===== config.mk =====
export PLATFORM = sky130hd
export DESIGN_NAME = axil_master_port
export DESIGN_NICKNAME = d
export VERILOG_FILES = /design/src/rtl/axil_master_port.sv
export SDC_FILE = /design/constraint.sdc
export NUM_CORES = 1
export LEC_CHECK = 0
export ABC_AREA = 1
export CAP_MARGIN = 20
export CORE_ASPECT_RATIO = 0.7
export CORE_UTILIZATION = 43
export DETAILED_ROUTE_END_ITERATION = 7
export PLACE_DENSITY_LB_ADDON = 0.15
export SLEW_MARGIN = 40
export SYNTH_ARGS = -nofsm -noshare
export SYNTH_HDL_FRONTEND = slang
export SYNTH_SLANG_ARGS = --single-unit

===== constraint.sdc =====
create_clock -name clk -period 3.8 [get_ports clk]
set_clock_uncertainty 0.2 [all_clocks]
set_input_delay 0.38 -clock clk [delete_from_list [all_inputs] [get_ports clk]]
set_output_delay 0.38 -clock clk [all_outputs]
set_load 0.1 [all_outputs]

===== src/rtl/axil_master_port.sv =====
// rtl/axil_master_port.sv - single-outstanding AXI4-Lite master driven by a simple command/response port
//
// Purpose:
//   Turns one user command (read or write) into one AXI4-Lite transaction and
//   returns a single completion carrying the read data and the slave's response
//   code. Only one transaction is in flight at a time.
//
// Ports:
//   clk, rst                       clock (rising edge) and synchronous active-high reset
//   cmd_valid/cmd_ready            command handshake; cmd_write selects write (1) / read (0)
//   cmd_addr, cmd_wdata            target byte address and write data
//   rsp_valid/rsp_ready            completion handshake
//   rsp_data, rsp_resp             read data (0 for writes) and captured BRESP/RRESP
//   m_axil_aw*/w*/b*               AXI4-Lite write address, write data and write response channels
//   m_axil_ar*/r*                  AXI4-Lite read address and read data channels
module axil_master_port #(
   parameter int DATA_WIDTH = 32,
   parameter int ADDR_WIDTH = 5,
   localparam int STRB_WIDTH = DATA_WIDTH / 8
) (
   input  logic                  clk,
   input  logic                  rst,
   input  logic                  cmd_valid,
   output logic                  cmd_ready,
   input  logic                  cmd_write,
   input  logic [ADDR_WIDTH-1:0] cmd_addr,
   input  logic [DATA_WIDTH-1:0] cmd_wdata,
   output logic                  rsp_valid,
   input  logic                  rsp_ready,
   output logic [DATA_WIDTH-1:0] rsp_data,
   output logic [1:0]            rsp_resp,
   output logic [ADDR_WIDTH-1:0] m_axil_awaddr,
   output logic                  m_axil_awvalid,
   input  logic                  m_axil_awready,
   output logic [DATA_WIDTH-1:0] m_axil_wdata,
   output logic [STRB_WIDTH-1:0] m_axil_wstrb,
   output logic                  m_axil_wvalid,
   input  logic                  m_axil_wready,
   input  logic [1:0]            m_axil_bresp,
   input  logic                  m_axil_bvalid,
   output logic                  m_axil_bready,
   output logic [ADDR_WIDTH-1:0] m_axil_araddr,
   output logic                  m_axil_arvalid,
   input  logic                  m_axil_arready,
   input  logic [DATA_WIDTH-1:0] m_axil_rdata,
   input  logic [1:0]            m_axil_rresp,
   input  logic                  m_axil_rvalid,
   output logic                  m_axil_rready
);

   typedef enum logic [2:0] {
      IDLE    = 3'd0,
      WR_REQ  = 3'd1,
      WR_RESP = 3'd2,
      RD_REQ  = 3'd3,
      RD_DATA = 3'd4,
      RSP     = 3'd5
   } state_t;

   state_t                state;
   state_t                state_next;
   logic [ADDR_WIDTH-1:0] addr_q;
   logic [DATA_WIDTH-1:0] wdata_q;
   logic                  aw_done;
   logic                  w_done;
   logic [DATA_WIDTH-1:0] rsp_data_q;
   logic [1:0]            rsp_resp_q;

   // State register
   always_ff @(posedge clk) begin
      if (rst) begin
         state <= IDLE;
      end else begin
         state <= state_next;
      end
   end

   // Next-state logic. WR_REQ exits on the registered done flags, so the
   // AW and W handshakes may finish in any order, or in the same cycle.
   always_comb begin
      state_next = state;
      case (state)
         IDLE:    if (cmd_valid) state_next = cmd_write ? WR_REQ : RD_REQ;
         WR_REQ:  if (aw_done && w_done) state_next = WR_RESP;
         WR_RESP: if (m_axil_bvalid) state_next = RSP;
         RD_REQ:  if (m_axil_arready) state_next = RD_DATA;
         RD_DATA: if (m_axil_rvalid) state_next = RSP;
         RSP:     if (rsp_ready) state_next = IDLE;
         default: state_next = IDLE;
      endcase
   end

   // Output logic. Everything is forced quiet while rst is high, including
   // the first reset cycle before the state register has returned to IDLE.
   always_comb begin
      cmd_ready      = 1'b0;
      m_axil_awvalid = 1'b0;
      m_axil_wvalid  = 1'b0;
      m_axil_bready  = 1'b0;
      m_axil_arvalid = 1'b0;
      m_axil_rready  = 1'b0;
      rsp_valid      = 1'b0;
      rsp_data       = rsp_data_q;
      rsp_resp       = rsp_resp_q;
      if (rst) begin
         rsp_data = '0;
         rsp_resp = 2'b00;
      end else begin
         case (state)
            IDLE:    cmd_ready = 1'b1;
            WR_REQ: begin
               m_axil_awvalid = !aw_done;
               m_axil_wvalid  = !w_done;
            end
            WR_RESP: m_axil_bready  = 1'b1;
            RD_REQ:  m_axil_arvalid = 1'b1;
            RD_DATA: m_axil_rready  = 1'b1;
            RSP:     rsp_valid      = 1'b1;
            default: cmd_ready      = 1'b0;
         endcase
      end
   end

   assign m_axil_awaddr = addr_q;
   assign m_axil_araddr = addr_q;
   assign m_axil_wdata  = wdata_q;
   assign m_axil_wstrb  = {STRB_WIDTH{1'b1}};

   // Command capture, per-channel handshake tracking and response capture
   always_ff @(posedge clk) begin
      if (rst) begin
         addr_q     <= '0;
         wdata_q    <= '0;
         aw_done    <= 1'b0;
         w_done     <= 1'b0;
         rsp_data_q <= '0;
         rsp_resp_q <= 2'b00;
      end else begin
         if (state == IDLE && cmd_valid) begin
            addr_q  <= cmd_addr;
            wdata_q <= cmd_wdata;
            aw_done <= 1'b0;
            w_done  <= 1'b0;
         end
         if (state == WR_REQ) begin
            if (m_axil_awvalid && m_axil_awready) aw_done <= 1'b1;
            if (m_axil_wvalid && m_axil_wready) w_done <= 1'b1;
         end
         if (state == WR_RESP && m_axil_bvalid) begin
            rsp_data_q <= '0;
            rsp_resp_q <= m_axil_bresp;
         end
         if (state == RD_DATA && m_axil_rvalid) begin
            rsp_data_q <= m_axil_rdata;
            rsp_resp_q <= m_axil_rresp;
         end
      end
   end

endmodule


==> flow_metrics.tcl <==
set metrics [dict create \
    cp_cell_sequence "inv_1 > nor4_2 > buf_4" \
    grt_use_total_pct 20.6 \
    cp_slowest_cell "dfxtp_1" \
    dp.cells 694 \
    layout_common_cells "88 x nand2_1, 81 x clkdlybuf4s50_1, 80 x inv_1" \
    crit_path_start_kind "register" \
    ioPinCount 170 \
    period_needed_ns 2.35 \
    worstSetupPathType "register to output port" \
    drv_cap 0 \
    antenna_found_initial 0 \
    final_min_period_over_clock_period_pct 61.9 \
    cts_resized 0 \
    cts_root_buf "clkbuf_8" \
    portBuffers 165 \
    netlist_area_um2 3290 \
    outcome "complete, no violations" \
    synth-seq-area-share_pct 46.2 \
    clk_latency_ns 0.33 \
    whs_path_depth 2 \
    drt-total-wl_um 8290 \
    clock_path_buffers 2 \
    total_power_mw 3.67 \
    area_delta_synth_final_pct 42.3 \
    ir_worst_vdd_mv 0.557 \
    antenna-diode-count 0 \
    yosysUniqueCellTypes 25 \
    coreArea_um2 7350 \
    hp-class "register to register" \
    wl_per_cell_um 11.7 \
    final_cell_count_no_fill 709 \
    grt_pass1_wl_um 13000 \
    drc 0 \
    die_w_um 107 \
    syn_area_per_cell_um2 7.08 \
    stdcell_area_um2 4690 \
    drt_pass1_iterations 4 \
    finalSetupViolations 0 \
    clock.fmax_ghz 0.425 \
    reg2reg_depth 5 \
    worstPathRequired_ns 3.22 \
    cts_buffers 9 \
    path_max_fanout 12 \
    place_area_um2 4470 \
    yosysWarnings 0 \
    powerDensity_nw_per_um2 783 \
    die_h_um 75.2 \
    maxSlewViolCount 0 \
    post_cts_buffers 0 \
    cp-end-kind "output port" \
    num_rows 26 \
    grt_max_degree 75 \
    drt.antenna.violating_nets 0 \
    overflow 0 \
    dpl.hpwl_um 5760 \
    rsz0062_at_grt "false" \
    via_per_inst 4.56 \
    layout_commonest_cell "nand2_1" \
    cts_tree "yes" \
    vias 3234 \
    globalplace.congestion 0.782 \
    cp.arrival_ns 1.77 \
    clk_pin_slew_ns 0.08 \
    cts.sinks 76 \
    synth-seq-cells 76 \
    drive_above_1_share_pct 18.2 \
    relSlewSlack_pct 54.9 \
    drt_iter0_markers 135 \
    first_global_vias 2808 \
    hold_viol 0 \
    htreeDepth 3 \
    leakagePower_nw 2.08 \
    synthCells 465 \
    fin_tns_setup_ns 0 \
    final_nets 690 \
    start_util_pct 44.8 \
    cp_slowest_stage_delay_ns 0.64 \
    max_slew.worst_pin.slew_ns 0.677 \
    die_area_um2 8020 \
    cts_hold_buf 0 \
]
synth_stat cells (all sizes together):
library cell | n | area (µm²)
nand4 | 1 | 6.26
nor2 | 47 | 194
inv | 83 | 314
nand2 | 89 | 337
dfxtp | 76 | 1520
nand3 | 9 | 67.6
o21ai | 73 | 365
a21oi | 39 | 195
and2 | 1 | 6.26
nor4 | 3 | 18.8
conb | 1 | 3.75
buf | 27 | 194
clkbuf | 11 | 41.3
o211ai | 2 | 15.0
nor3 | 3 | 15.0
metrics by stage:
step	setup slack, ns	hold WS, ns	utilization [%]
floorplan	-0.355	0.257	-
global placement	1.06	0.232	65.7
detailed placement	1.17	0.233	60.7
CTS	1.36	0.247	63.6
global route	1.27	0.262	63.8
finish	1.45	0.244	63.8
flip-flops by register name, summed over array words and instances (netlist names):
register / count
m_axil_wdata: 32
rsp_resp_q: 2
w_done: 1
aw_done: 1
m_axil_araddr: 5
state: 3
rsp_data_q: 32
area by class of cell:
type                            count  area, µm²
Tap cell                           98        123
Clock buffer                        9        124
Sequential cell                    76       1520
Timing Repair Buffer              166       1270
Clock inverter                      6       90.1
Inverter                           83        317
Multi-Input combinational cell    271       1250
Fill cell                         705       2660
report_power, final:
| group | leakage [nW] | switching [mW] | internal (mW) |
|---|---|---|---|
| clock | 0.105 | 0.289 | 0.367 |
| sequential | 0.621 | 0.106 | 0.960 |
| combinational | 1.36 | 1.61 | 0.346 |
cell families after synthesis:
family          share of synthesized area (%)
flops                                    46.2
other cells                             0.114
compound gates                           17.5
buf+inv                                  16.7
simple gates                             19.6
final timing paths:
check                                from                            to  slack [ns]
max                 state[2]$_SDFFE_PP0P_                     rsp_valid        1.45
max reg2reg         state[2]$_SDFFE_PP0P_  m_axil_wdata[3]$_SDFFE_PP0P_        1.60
min reg2reg  m_axil_wdata[2]$_SDFFE_PP0P_  m_axil_wdata[2]$_SDFFE_PP0P_        0.24
min          m_axil_wdata[2]$_SDFFE_PP0P_  m_axil_wdata[2]$_SDFFE_PP0P_        0.24
per-layer routing:
metal	global-route usage, %	share of wire (%)	up-vias
li1	-	-	1704
met1	26.1	46	1417
met3	6.84	6.3	14
met2	32.7	46	99
met5	0	0	-
met4	8.52	1.3	0
worst max-delay path: cells and delay by family, from the launching register on:
family / cells / cell delay (ns)
flops: 1 / 0.64
buf+inv: 2 / 0.55
simple gates: 1 / 0.24
Note: power is estimated with default switching activity, not from simulation.
